==> src/rtl/prio_clr_acc.sv <==
// Purpose : per-channel add/accumulate register with prioritised clears (clr_hi > clr_lo > en > hold).
// Latency : one clk from an accepted update or clear to q/valid/ovf/phase; async reset acts immediately.
// Backpres: none; every channel accepts an update on any edge with en=1 and no clear.
// Option  : define PRIO_CLR_ACC_SAT_EN to saturate q to all ones on carry-out instead of wrapping.
module prio_clr_acc #(
  parameter int WIDTH = 8,
  parameter int CH    = 2
) (
  input  logic                  clk,
  input  logic                  rst_n,
  input  logic [CH*WIDTH-1:0]   a,
  input  logic [CH*WIDTH-1:0]   b,
  input  logic [CH-1:0]         en,
  input  logic [CH-1:0]         clr_hi,
  input  logic [CH-1:0]         clr_lo,
  input  logic                  mode,
  output logic [CH*WIDTH-1:0]   q,
  output logic [CH-1:0]         valid,
  output logic [CH-1:0]         ovf,
  output logic [CH-1:0]         phase
);

  // Channel state: IDLE = no result yet, RUN = holding a result, OVF = sticky carry seen.
  // The unused code 2'b11 is decoded as IDLE so a corrupted register recovers on its own.
  typedef enum logic [1:0] {
    IDLE = 2'b00,
    RUN  = 2'b01,
    OVF  = 2'b10
  } state_t;

  for (genvar i = 0; i < CH; i++) begin : g_ch
    logic [WIDTH-1:0] a_dat;
    logic [WIDTH-1:0] b_dat;
    logic [WIDTH-1:0] q_r;
    logic [WIDTH-1:0] q_d;
    logic [WIDTH-1:0] upd_dat;
    logic [WIDTH:0]   sum;
    logic             carry;
    state_t           st_r;
    state_t           st_d;
    state_t           st_cur;
    logic             ph_r;
    logic             ph_d;
    logic             vld_r;
    logic             ovf_r;

    assign a_dat = a[i*WIDTH +: WIDTH];
    assign b_dat = b[i*WIDTH +: WIDTH];

    // Widened sum: mode=0 loads a+b, mode=1 accumulates onto the current q (b ignored).
    always_comb begin
      sum = '0;
      if (mode) begin
        sum = {1'b0, q_r} + {1'b0, a_dat};
      end else begin
        sum = {1'b0, a_dat} + {1'b0, b_dat};
      end
    end

    assign carry = sum[WIDTH];

`ifdef PRIO_CLR_ACC_SAT_EN
    // On carry the stored value clamps at full scale.
    assign upd_dat = carry ? {WIDTH{1'b1}} : sum[WIDTH-1:0];
`else
    // On carry the stored value wraps to the low bits of the sum.
    assign upd_dat = sum[WIDTH-1:0];
`endif

    // Fold the illegal state code back onto IDLE before any decision is taken.
    always_comb begin
      st_cur = IDLE;
      case (st_r)
        RUN:     st_cur = RUN;
        OVF:     st_cur = OVF;
        default: st_cur = IDLE;
      endcase
    end

    // Next-state and next-data selection in priority order clr_hi > clr_lo > en > hold.
    always_comb begin
      q_d  = q_r;
      st_d = st_cur;
      ph_d = ph_r;
      if (clr_hi[i]) begin
        q_d  = '0;
        st_d = IDLE;
        ph_d = 1'b0;
      end else if (clr_lo[i]) begin
        // Low-priority clear empties the data but cannot erase a recorded overflow.
        q_d  = '0;
        st_d = (st_cur == OVF) ? OVF : IDLE;
      end else if (en[i]) begin
        q_d  = upd_dat;
        ph_d = ~ph_r;
        case (st_cur)
          OVF:     st_d = OVF;
          default: st_d = carry ? OVF : RUN;
        endcase
      end
    end

    // Channel registers; valid/ovf get their own flops so no output is a decode of state.
    always_ff @(posedge clk or negedge rst_n) begin
      if (!rst_n) begin
        q_r   <= '0;
        st_r  <= IDLE;
        ph_r  <= 1'b0;
        vld_r <= 1'b0;
        ovf_r <= 1'b0;
      end else begin
        q_r   <= q_d;
        st_r  <= st_d;
        ph_r  <= ph_d;
        vld_r <= (st_d != IDLE);
        ovf_r <= (st_d == OVF);
      end
    end

    assign q[i*WIDTH +: WIDTH] = q_r;
    assign valid[i]            = vld_r;
    assign ovf[i]              = ovf_r;
    assign phase[i]            = ph_r;
  end

endmodule

==> config.mk <==
export PLATFORM = sky130hd
export DESIGN_NAME = prio_clr_acc
export DESIGN_NICKNAME = d
export VERILOG_FILES = /design/src/rtl/prio_clr_acc.sv
export SDC_FILE = /design/constraint.sdc
export NUM_CORES = 1
export LEC_CHECK = 0
export ABC_AREA = 1
export CORE_MARGIN = 2
export CORE_UTILIZATION = 35
export CTS_CLUSTER_SIZE = 14
export DETAILED_ROUTE_END_ITERATION = 7
export PLACE_DENSITY = 0.67
export SYNTH_ARGS = -nofsm -noshare
export SYNTH_HDL_FRONTEND = slang
export SYNTH_SLANG_ARGS = --single-unit
==> constraint.sdc <==
create_clock -name clk -period 4.1 [get_ports clk]
set_input_delay 0.82 -clock clk [delete_from_list [all_inputs] [get_ports clk]]
set_output_delay 0.82 -clock clk [all_outputs]
set_load 0.02 [all_outputs]
==> summary.md, run 1 <==
| Metric | Value |
|---|---|
| Worst R2R Path Depth | 10 |
| Cell Chain, Critical Path | clkdlybuf4s50_1 -> mux2_2 -> ha_1 -> nand2_1 -> inv_1 -> a21oi_1 -> nand3_1 -> nand2_1 -> nand3_1 |
| R2R setup slack | 2.25 ns |
| Final Skew | 0.00293 ns |
| Root buffer cell | clkbuf_8 |
| Crit. End Element | register |
| Post-Synth Simple-Gate Area | 0.272 |
| Final ANT Viol Nets | 0 |
| Die Area | 6180 um2 |
| Final Cell Area | 2660 um2 |
| Layout Nets | 390 |
| Hold path depth | 2 |
| Initial antenna violation count | 0 |
| Synth area leaders | dfrtp_1, nand2_1, ha_1, inv_1, mux2_2 |
| # H-tree levels | 1 |
| Worst VDD drop | 178 uV |
| Setup CP Type | in -> reg |
| Yosys cell types | 19 |
| Slowest CP cell | clkdlybuf4s50_1 |
| Grt ovf | 0 |
| Row Count | 27 |
| Flops & latches, synth | 26 |
| CTS Hold Bufs | 0 |
| Die Width | 78.6 um |
| Post-layout min period | 3.10 ns |
| Buf+Inv Stages, Crit Path | 2 |
| CTS Buf Count | 3 |
| Via density per instance | 4.68 |
| Skew-Pair Late Insertion Delay | 0.27 ns |
| Post-cts resize count | 0 |
| Die height | 78.6 um |
| Routed WL per cell | 11.0 um |
| HPWL after DPL | 3440 um |
| First-pass GRT wire length | 7830 um |
| P_leak | 1.41 nW |
| Met3 global-route usage | 0.0276 |
| Via Count | 1876 |
| Worst Path Required | 4.26 ns |
| Commonest non-fill, non-tap cell in the layout | nand2_1 |
| Ports | 63 |
| Max cap viols | 0 |
| All-layer global routing usage | 0.156 |
| TritonRoute pass-1 iters | 4 |
| Grt met2 use | 0.275 |
| Setup Fix Bufs, Post-CTS | 0 |
| Compound-gate portion of the synthesized area | 0.0834 |
| Final WL | 4400 um |
| Worst EP arrival | 3.26 ns |
| Largest family of logic cells by synthesized area | simple AND/OR/NAND/NOR gates |
| Port bufs | 62 |
| Mean Syn Cell Area | 7.22 um2 |
| Hold Crit Start | g_ch[1].q_r[6] |
| Synthesized cell area | 1950 um2 |
| Post-synth top area share | 0.334 |
| Post-synthesis sequential area ratio | 0.334 |
| Max Slew Vio Count | 0 |
| CP delay by family, top | buffers and inverters |
| Largest area contributor in the netlist | dfrtp_1 |
| Endpoint, Worst Hold | g_ch[1].q_r[6] |
| Setup TNS | 0 ns |
| Max frequency | 322 MHz |
| CP Max Fanout | 21 |
| Post-synthesis mux area share | 0.0578 |
| GR peak layer | met2 |
| RSZ-0062 raised after global routing | no |
| Core area | 5440 um2 |
| Most frequent cells in the layout | nand2_1, clkdlybuf4s50_1, inv_1, dfrtp_1, a21oi_1 |
| Post-Synth XOR/XNOR Area | 0.00899 |
| Power per cell area | 250 nW/um2 |
| Iteration-0 DRC Markers | 77 |
| Reg-to-reg startpoint | g_ch[0].q_r[0] |
| DRC viols | 0 |
| GPL Wtd Cong | 0.847 |
| Antenna Cells | 0 |
| Status | finished clean |
| Slew HR | 0.397 |
| CP Launch Type | input pin |
| Layout area overhead | 36.5% |
| Largest stage delay, worst path | 1.06 ns |
| Fill cells | 541 |
| Starting density of the core | 0.358 |
| Final period utilization | 0.756 |
| Reg2Reg Capture Point | g_ch[0].vld_r |
| Final setup fails | 0 |
| Clock sink total | 26 |
| Worst-path clk slew | 0.09 ns |
| Worst Hold Class | reg -> reg |
| Post-synthesis adder-cell area fraction | 0.123 |
| Mapped Cells | 270 |
| CTS tree | built |
| Max Root-Sink Buffers | 2 |
| Synth Warn # | 0 |
| Final Hold Fails | 0 |
| Share of layout cells above drive strength 1 | 0.0578 |
| Vias in the first global route | 1833 |
| Largest net degree at the start of global routing | 27 |
| M1 GR Usage | 0.194 |
| Worst-margin pin slew | 0.901 ns |
| Syn Nets | 329 |
| Post-placement cell area | 2620 um2 |
==> worst max path at each step <==
stage	start	endpoint	slack, ns	depth (start not counted)
final	mode	g_ch[0].vld_r	1.0	9
after floorplan	mode	g_ch[1].vld_r	1.78	9
after global placement	mode	g_ch[1].vld_r	0.77	10
after detailed placement	mode	g_ch[0].vld_r	0.71	10
after CTS	mode	g_ch[0].vld_r	1.01	10
after global routing	mode	g_ch[0].vld_r	0.83	10
==> power by group <==
group | internal, mW | switching (mW) | total, mW | leakage [nW]
clock network | 0.0660 | 0.0821 | 0.148 | 0.0216
logic | 0.114 | 0.124 | 0.238 | 1.03
registers | 0.270 | 0.00783 | 0.278 | 0.354
==> tightest hold or removal path: stages (launching register included) <==
cell     delay (ns)
dfrtp_1        0.37
nand2_1        0.06
nand2_1        0.05
==> through the flow <==
stage / total power [mW] / hold slack, ns / util / setup WS (ns) / instances
2_1_floorplan: 0.428 / 0.516 / - / 1.78 / 270
5_1_grt: 0.720 / 0.542 / 0.489 / 0.829 / 401
3_5_place_dp: 0.522 / 0.488 / 0.482 / 0.709 / 398
6_report: 0.665 / 0.506 / 0.489 / 0.999 / 401
3_3_place_gp: 0.520 / 0.483 / 0.482 / 0.766 / 398
4_1_cts: 0.673 / 0.511 / 0.489 / 1.01 / 401
==> synthesized netlist by cell type (all sizes together) <==
| cell type | number |
|---|---|
| a21oi | 22 |
| buf | 8 |
| dfrtp | 26 |
| fa | 2 |
| ha | 16 |
| inv | 48 |
| mux2 | 10 |
| nand2 | 84 |
| nand3 | 20 |
| nand4 | 2 |
| nor2 | 16 |
| nor3 | 4 |
| o21ai | 8 |
| o22ai | 2 |
| xnor2 | 2 |
==> logic make-up (layout without fill, tap and decap cells) <==
logic type,count (synthesis),after routing
AND/OR/NAND/NOR,126,126
buffers and inverters,56,115
AO/OA/AOI/OAI,32,32
flip-flops,26,26
adder cells (fa/ha/maj),18,18
multiplexers,10,10
XOR/XNOR,2,2
==> metal layers <==
metal,vias to the layer above,part of all wire,routed length [um]
li1,975,-,-
met1,841,0.44,1950
met2,56,0.49,2140
met3,4,0.057,249
met4,0,0.015,64
met5,-,0,0
==> sequential cells by signal, summed over array words and instances (netlist names) <==
signal / flops
g_ch.vld_r: 2
g_ch.q_r: 16
g_ch.ph_r: 2
g_ch.st_r: 4
g_ch.ovf_r: 2
==> cell type report <==
| cell class | instances | area (um2) | share of cell area |
|---|---|---|---|
| inverter | 48 | 180 | 0.0677 |
| sequential | 26 | 651 | 0.244 |
| tap | 72 | 90.1 | 0.0339 |
| clock buffer | 3 | 41.3 | 0.0155 |
| multi-input combinational | 188 | 1060 | 0.400 |
| timing repair buffer | 64 | 636 | 0.239 |
No activity file was read; power rests on OpenSTA's default activity.
==> run 2, diff against run 1 <==
--- a/config.mk
+++ b/config.mk
@@ -10,7 +10,7 @@
 export CORE_UTILIZATION = 35
 export CTS_CLUSTER_SIZE = 14
 export DETAILED_ROUTE_END_ITERATION = 7
-export PLACE_DENSITY = 0.67
+export PLACE_DENSITY = 0.7
 export SYNTH_ARGS = -nofsm -noshare
 export SYNTH_HDL_FRONTEND = slang
 export SYNTH_SLANG_ARGS = --single-unit
==> constraint.sdc (replaced) <==
create_clock -name clk -period 2.61 [get_ports clk]
set_input_delay 0.522 -clock clk [delete_from_list [all_inputs] [get_ports clk]]
set_output_delay 0.522 -clock clk [all_outputs]
set_load 0.02 [all_outputs]
==> summary.md, run 2 (same netlist as run 1, synthesis figures left out) <==
| Metric | Value |
|---|---|
| Iteration-0 DRC Markers | 59 |
| Layout area overhead | 38.3% |
| Worst-path clk slew | 0.09 ns |
| Final ANT Viol Nets | 0 |
| Final WL | 4580 um |
| CP Max Fanout | 22 |
| TritonRoute pass-1 iters | 4 |
| Ports | 63 |
| Buf+Inv Stages, Crit Path | 2 |
| Core area | 5440 um2 |
| Largest stage delay, worst path | 0.50 ns |
| Root buffer cell | clkbuf_8 |
| Worst setup margin | 0.276 ns |
| Vias in the first global route | 1707 |
| Max Slew Vio Count | 0 |
| Worst-margin pin slew | 0.380 ns |
| Area of the multi-input gates | 1060 um2 |
| Worst EP arrival | 2.50 ns |
| GPL Wtd Cong | 0.873 |
| Grt met2 use | 0.291 |
| P_leak | 1.43 nW |
| Final Hold Fails | 0 |
| Post-placement cell area | 2660 um2 |
| Via Count | 1818 |
| Power per cell area | 393 nW/um2 |
| Most flops, register | g_ch.q_r |
| Die Width | 78.6 um |
| Via density per instance | 4.50 |
| Port bufs | 62 |
| Routed WL per cell | 11.3 um |
| Final Skew | 0.00355 ns |
| Max cap viols | 0 |
| # H-tree levels | 1 |
| Grt ovf | 0 |
| Largest register FFs | 16 |
| CP delay by family, top | buffers and inverters |
| Final period utilization | 0.894 |
| Cell Chain, Critical Path | clkdlybuf4s50_1 -> buf_12 -> mux2_2 -> ha_1 -> a21oi_1 -> nand2_1 -> nand2_1 -> nand3_1 -> nand2_1 -> nand3_1 |
| Layout Nets | 393 |
| First-pass GRT wire length | 7560 um |
| FF+latch area | 651 um2 |
| HPWL after DPL | 3610 um |
| Final setup fails | 0 |
| Pre-CTS setup slack | -0.0271 ns |
| Crit. End Element | register |
| Post-layout min period | 2.33 ns |
| Max frequency | 429 MHz |
| Slew HR | 0.746 |
| Final Cell Area | 2700 um2 |
| Skew-Pair Late Insertion Delay | 0.28 ns |
| CTS Hold Bufs | 0 |
| Leading registers by flop count | g_ch.q_r x16, g_ch.st_r x4 |
| Initial antenna violation count | 0 |
| Finished Core Util | 0.496 |
| Die height | 78.6 um |
| Share of layout cells above drive strength 1 | 0.0663 |
| Largest net degree at the start of global routing | 27 |
| M1 GR Usage | 0.177 |
| Die Area | 6180 um2 |
| Antenna Cells | 0 |
| Max Root-Sink Buffers | 2 |
| All-layer global routing usage | 0.155 |
| CP Launch Type | input pin |
| Met3 global-route usage | 0.0253 |
| CTS Buf Count | 3 |
| Setup Fix Bufs, Post-CTS | 0 |
| Status | finished clean |
| Post-cts resize count | 0 |
| DRC viols | 0 |
| Worst VDD drop | 240 uV |
| Row Count | 27 |
| CTS tree | built |
| Starting density of the core | 0.358 |
| Worst Path Required | 2.78 ns |
| CP most frequent cell | nand2_1 |
| Clock sink total | 26 |
| Setup CP Type | in -> reg |
| RSZ-0062 raised after global routing | no |
| Most frequent cells in the layout | nand2_1, clkdlybuf4s50_1, inv_1, dfrtp_1, a21oi_1 |
| Commonest non-fill, non-tap cell in the layout | nand2_1 |
| Slowest CP cell | clkdlybuf4s50_1 |
| Fill cells | 538 |
| GR peak layer | met2 |
| Worst Hold Class | reg -> reg |
| R2R setup slack | 0.82 ns |
==> run 2: tightest hold or removal path: cells and delay by family, from the launching register on <==
family / cells / cell delay [ns]
flip-flops: 1 / 0.37
AND/OR/NAND/NOR: 2 / 0.11
==> run 2: cell type report <==
class / count / share of cell area
multi-input cells: 188 / 0.394
repair buffers: 67 / 0.249
flip-flops and latches: 26 / 0.241
inverters: 48 / 0.0668
well taps: 72 / 0.0334
clock buffers: 3 / 0.0153
==> run 2: per-layer routing <==
layer  routed length, um  vias up
met4                  39        0
met2                2330       36
met1                2030      800
met5                   0        -
li1                    -      980
met3                 175        2
==> run 2: power by group <==
part	switching, mW	internal [mW]
clock network	0.135	0.104
registers	0.0130	0.425
logic	0.197	0.188
total	0.344	0.716
==> run 2: worst paths after layout <==
kind	start	end	depth (start not counted)
max in group asynchronous	rst_n	g_ch[0].vld_r	2
worst min register to register	g_ch[0].q_r[4]	g_ch[0].q_r[4]	2
min in group asynchronous	rst_n	g_ch[0].q_r[1]	2
worst max register to register	g_ch[0].q_r[0]	g_ch[0].vld_r	10
worst min-delay path	g_ch[0].q_r[4]	g_ch[0].q_r[4]	2
worst max-delay path	mode	g_ch[1].vld_r	10
==> run 2: metrics by stage <==
step | power (mW) | hold WS, ns | instances | setup TNS [ns]
after detailed placement | 0.832 | 0.483 | 401 | -0.0271
after global routing | 1.14 | 0.547 | 404 | 0
after CTS | 1.08 | 0.508 | 404 | 0
final | 1.06 | 0.505 | 404 | 0
after global placement | 0.826 | 0.481 | 401 | 0
after floorplan | 0.672 | 0.226 | 270 | 0
==> run 3, diff against run 2 <==
--- a/config.mk
+++ b/config.mk
@@ -11,6 +11,7 @@
 export CTS_CLUSTER_SIZE = 14
 export DETAILED_ROUTE_END_ITERATION = 7
 export PLACE_DENSITY = 0.7
+export SKIP_CTS_REPAIR_TIMING = 1
 export SYNTH_ARGS = -nofsm -noshare
 export SYNTH_HDL_FRONTEND = slang
 export SYNTH_SLANG_ARGS = --single-unit
==> results of run 3 <==
No change in the layout: final DEF, timing and power equal those of run 2.
==> patch 1, RTL diff (config.mk and constraints of run 2) <==
Encoding of `state_t`: now one-hot (3 bits for 3 states).
--- a/src/rtl/prio_clr_acc.sv
+++ b/src/rtl/prio_clr_acc.sv
@@ -22,10 +22,10 @@
 
   // Channel state: IDLE = no result yet, RUN = holding a result, OVF = sticky carry seen.
   // The unused code 2'b11 is decoded as IDLE so a corrupted register recovers on its own.
-  typedef enum logic [1:0] {
-    IDLE = 2'b00,
-    RUN  = 2'b01,
-    OVF  = 2'b10
+  typedef enum logic [2:0] {
+    IDLE = 3'b001,
+    RUN  = 3'b010,
+    OVF  = 3'b100
   } state_t;
 
   for (genvar i = 0; i < CH; i++) begin : g_ch
Behaviour: same outputs for any inputs over 10 cycles, from zero or initial values and one cycle with rst_n low; not proved beyond that.
==> patch 1 against run 2 <==
Setup slack better by 0.085 ns. Sequential cell count up 2. Total power up 17%. Synthesized cell count up 9.3%. Cell area up 8.5%. Synthesized area up 9.9%. Routed wire length up 10%. Register-to-register slack worse by 0.15 ns. Critical path type unchanged. Largest cell class unchanged. Highest routed layer unchanged.
==> patch 1: results (changes against run 2) <==
[status]
status = complete, no violations

[placement]
gp_congestion = 0.920  ; +5.4%
placed_cells = 432  ; +7.7%
place_ws_ns = -0.131  ; -0.104 ns
place_area_mm2 = 0.00285  ; +7.4%
place_hpwl_um = 4160  ; +15%

[pwr]
p_leak_nw = 1.51  ; +5.7%
peakVddDrop_mv = 0.213  ; -11%
pwr-share-clk_pct = 28.2  ; +5.7 points
pwr-share-seq_pct = 38.0  ; -3.3 points
net-switching-power_w = 0.000376  ; +9.1%
power_clock_w = 0.000348  ; +46%

[timing]
worst_pin_slew_ns = 0.409  ; +0.0294 ns
finalWorstSetupSlack_ns = 0.361  ; +0.0847 ns
timing.hold.ws_ns = 0.522  ; +0.0175 ns

[global_routing]
first_global_vias = 1903  ; +11%
grt_pass1_wl_um = 8060  ; +6.7%
use_met1_pct = 17.2  ; -0.53 points
grt.total_usage_pct = 15.2  ; -0.36 points
met3_usage_pct = 1.09  ; -1.4 points
grt_max_degree = 29  ; +7.4%
use_met2_pct = 30.2  ; +1.0 points

[layout]
top_regs = g_ch.q_r: 16 flops, g_ch.st_r: 6 flops
nNetsFinal = 421  ; +7.1%
fillers = 561  ; +4.3%
drive_above_1_share_pct = 10.2  ; +3.6 points
fin_util_pct = 49.4  ; -0.17 points

[logic_synthesis]
synth_fp_nets = 354  ; +7.6%
yosysSeqAreaShare_pct = 32.8  ; -0.57 points
yosys_warnings = 0  ; unchanged
synth_area_leaders = dfrtp_1 (30%), nand2_1 (15%), ha_1 (9.3%), inv_1 (9.1%), nand3_1 (5.6%)
yosysUniqueCellTypes = 24  ; +5
syn_avg_cell_area_um2 = 7.27  ; +0.63%
synthTopCellsByCount = nand2_1 (84), inv_1 (52), dfrtp_1 (26), nor2_1 (26), nand3_1 (24)

[detailed_routing]
avgRoutedWirePerCell_um = 11.6  ; +2.3%
met2_length_um = 2660  ; +14%
wl_met1_um = 2170  ; +6.6%
top_layer = met4
viasPerCell = 4.67  ; +3.7%
num_vias = 2035  ; +12%

[clocking]
postCtsSetupBuffers = 0  ; unchanged

[critical_path]
arrival_ns = 2.47  ; -0.03 ns
cp_max_fo = 3  ; -86%
ff2ff_setup_slack_ns = 0.67  ; -0.15 ns

[min_path]
hp-class = reg2reg

## patch 1: path summary, 6_finish.rpt
kind,from,endpoint,cells after the start
min in group asynchronous,rst_n,g_ch[0].q_r[2]$_DFFE_PN0P_,2
hold / removal,g_ch[1].q_r[5]$_DFFE_PN0P_,g_ch[1].q_r[5]$_DFFE_PN0P_,2
max in group asynchronous,rst_n,g_ch[1].st_r[0]$_DFF_PN1_,2
hold reg to reg,g_ch[1].q_r[5]$_DFFE_PN0P_,g_ch[1].q_r[5]$_DFFE_PN0P_,2
setup reg to reg,g_ch[0].q_r[0]$_DFFE_PN0P_,g_ch[0].ovf_r$_DFF_PN0_,12
setup / recovery,b[0],g_ch[0].ovf_r$_DFF_PN0_,13
## patch 1: area by class of cell
| class | instances | share of cell area (%) |
|---|---|---|
| Clock buffer | 3 | 1.41 |
| Clock inverter | 1 | 1.03 |
| Inverter | 54 | 7.27 |
| Multi-Input combinational cell | 202 | 38.9 |
| Sequential cell | 28 | 24.0 |
| Tap cell | 75 | 3.21 |
| Timing Repair Buffer | 73 | 24.1 |
## patch 1: worst max-delay path, stage by stage
cell and delay [ns]:
clkdlybuf4s50_1 0.47, nor2_1 0.04, a21oi_1 0.13, ha_1 0.20
inv_1 0.06, fa_1 0.40, inv_1 0.09, nand3_1 0.07
nand3_1 0.12, nand2_1 0.08, nand3_1 0.14, nand2_1 0.08
nand2_1 0.07
## patch 1: logic make-up (layout without fill, tap and decap cells)
logic type | Yosys count | in the layout | synth area share [%]
AO/OA/AOI/OAI | 28 | 28 | 8.87
XOR/XNOR | 4 | 4 | 1.63
adder cells (fa/ha/maj) | 18 | 18 | 11.2
buffers and inverters | 65 | 131 | 14.1
flip-flops | 28 | 28 | 32.8
multiplexers | 6 | 6 | 3.15
AND/OR/NAND/NOR | 146 | 146 | 28.3
==> patch 2, RTL diff (config.mk and constraints of run 2) <==
Made on the original files. Add a define of `PRIO_CLR_ACC_SAT_EN`.
--- a/src/rtl/prio_clr_acc.sv
+++ b/src/rtl/prio_clr_acc.sv
@@ -2,6 +2,8 @@
 // Latency : one clk from an accepted update or clear to q/valid/ovf/phase; async reset acts immediately.
 // Backpres: none; every channel accepts an update on any edge with en=1 and no clear.
 // Option  : define PRIO_CLR_ACC_SAT_EN to saturate q to all ones on carry-out instead of wrapping.
+`define PRIO_CLR_ACC_SAT_EN
+
 module prio_clr_acc #(
   parameter int WIDTH = 8,
   parameter int CH    = 2
Check against the original RTL: not equivalent (Yosys sat finds a counterexample within 4 cycles, from zero or initial values and one cycle with rst_n low).
==> patch 2 against run 2 <==
Routed wire length increased by 19%. Cell area increased by 15%. Synthesized area increased by 14%. Highest routed layer unchanged. Total power increased by 28%. Sequential cell count unchanged. Utilization decreased by 0.056 points. Largest power group is now combinational logic. Setup slack improved by 0.035 ns. Register-to-register slack got worse by 0.25 ns.
==> patch 2: results (changes against run 2) <==
[status]
status = complete, no violations

[logic_synthesis]
synth_top_area_share_pct = 29.3  ; -4.1 points
synthXorXnorAreaFrac_pct = 0.789  ; -0.11 points
synthesis.instances = 308  ; +14%
synth_fa_ha_area_share_pct = 10.8  ; -1.5 points
synth_compound_area_share_pct = 5.41  ; -2.9 points
yosys_warnings = 0  ; unchanged
synth_area_leaders = dfrtp_1 (29%), nand2_1 (15%), ha_1 (9.0%), inv_1 (8.1%), nand3_1 (6.3%)
yosysSeqAreaShare_pct = 29.3  ; -4.1 points
synth_fp_nets = 367  ; +12%
synth_top_family_by_area = simple AND/OR/NAND/NOR gates
synth_mux_area_share_pct = 5.58  ; -0.20 points
yosysUniqueCellTypes = 26  ; +7

[placement]
place_ws_ns = -0.250  ; -0.223 ns
placed_cells = 457  ; +14%
place_hpwl_um = 4400  ; +22%
place_area_mm2 = 0.00302  ; +14%
gp_congestion = 0.815  ; -6.6%

[global_routing]
grt.total_usage_pct = 16.2  ; +0.63 points
antenna_found_initial = 0  ; unchanged
use_met1_pct = 21.7  ; +4.0 points
use_met2_pct = 27.1  ; -2.0 points
met3_usage_pct = 1.88  ; -0.65 points
first_global_vias = 2158  ; +26%
grt_pass1_wl_um = 9520  ; +26%

[critical_path]
arrival_ns = 2.45  ; -0.05 ns
r2r_cells = 9  ; -1
ff2ff_setup_slack_ns = 0.57  ; -0.25 ns
cp-startpoint = b[0]
cp_max_fo = 8  ; -64%
critPathMaxStageDelay_ns = 0.44  ; -0.06 ns
endpoint = g_ch[0].vld_r$_DFF_PN0_
cpLargestDelayFamily = adder cells

[pwr]
p_leak_nw = 1.66  ; +16%
peakVddDrop_mv = 0.265  ; +11%

[layout]
drive_above_1_share_pct = 15.4  ; +8.7 points
nNetsFinal = 444  ; +13%

[timing]
finalWorstSetupSlack_ns = 0.311  ; +0.0347 ns
fin_worst_skew_ns = 0.00238  ; -0.00117 ns
slew_headroom_pct = 77.4  ; +2.8 points
timing.hold.ws_ns = 0.542  ; +0.0376 ns

[detailed_routing]
avgRoutedWirePerCell_um = 11.8  ; +3.9%
num_vias = 2141  ; +18%
drt-total-wl_um = 5430  ; +19%
firstDrtPassIters = 4  ; unchanged
dr.first_iter.drc_count = 73  ; +24%

[min_path]
min-delay-start = g_ch[0].q_r[3]$_DFFE_PN0P_
hold-path-cell-count = 2  ; unchanged
whs_endpoint = g_ch[0].q_r[3]$_DFFE_PN0P_

[patch 2: cell count changes after synthesis, sizes merged, moves of 6 or more]
cell | run 2 | this run
nor2 | 16 | 26
nand2 | 84 | 99
a21oi | 22 | 16
o21ai | 8 | 0
nand3 | 20 | 32
[patch 2: metal layers]
metal	routed length, um	up-vias
met4	107	0
met1	2580	965
met2	2550	42
met3	198	10
met5	0	-
li1	-	1124
[patch 2: timing repair]
| item | in CTS | in global routing |
|---|---|---|
| setup endpoints to repair | 0 | 17 |
| hold buffers | 0 | 0 |
| gates resized for setup | 0 | 1 |
[patch 2: cell type report]
cell class / instances / area, um2
Sequential cell: 26 / 651
Inverter: 51 / 191
Clock buffer: 3 / 41.3
Multi-Input combinational cell: 221 / 1310
Tap cell: 77 / 96.3
Clock inverter: 1 / 30.0
Timing Repair Buffer: 82 / 773
Fill cell: 633 / 3150
[patch 2: where the power goes]
group          total (W)  internal, W  switching [W]
clock           0.000338     0.000205       0.000133
combinational   0.000555     0.000271       0.000284
sequential      0.000460     0.000436      0.0000237
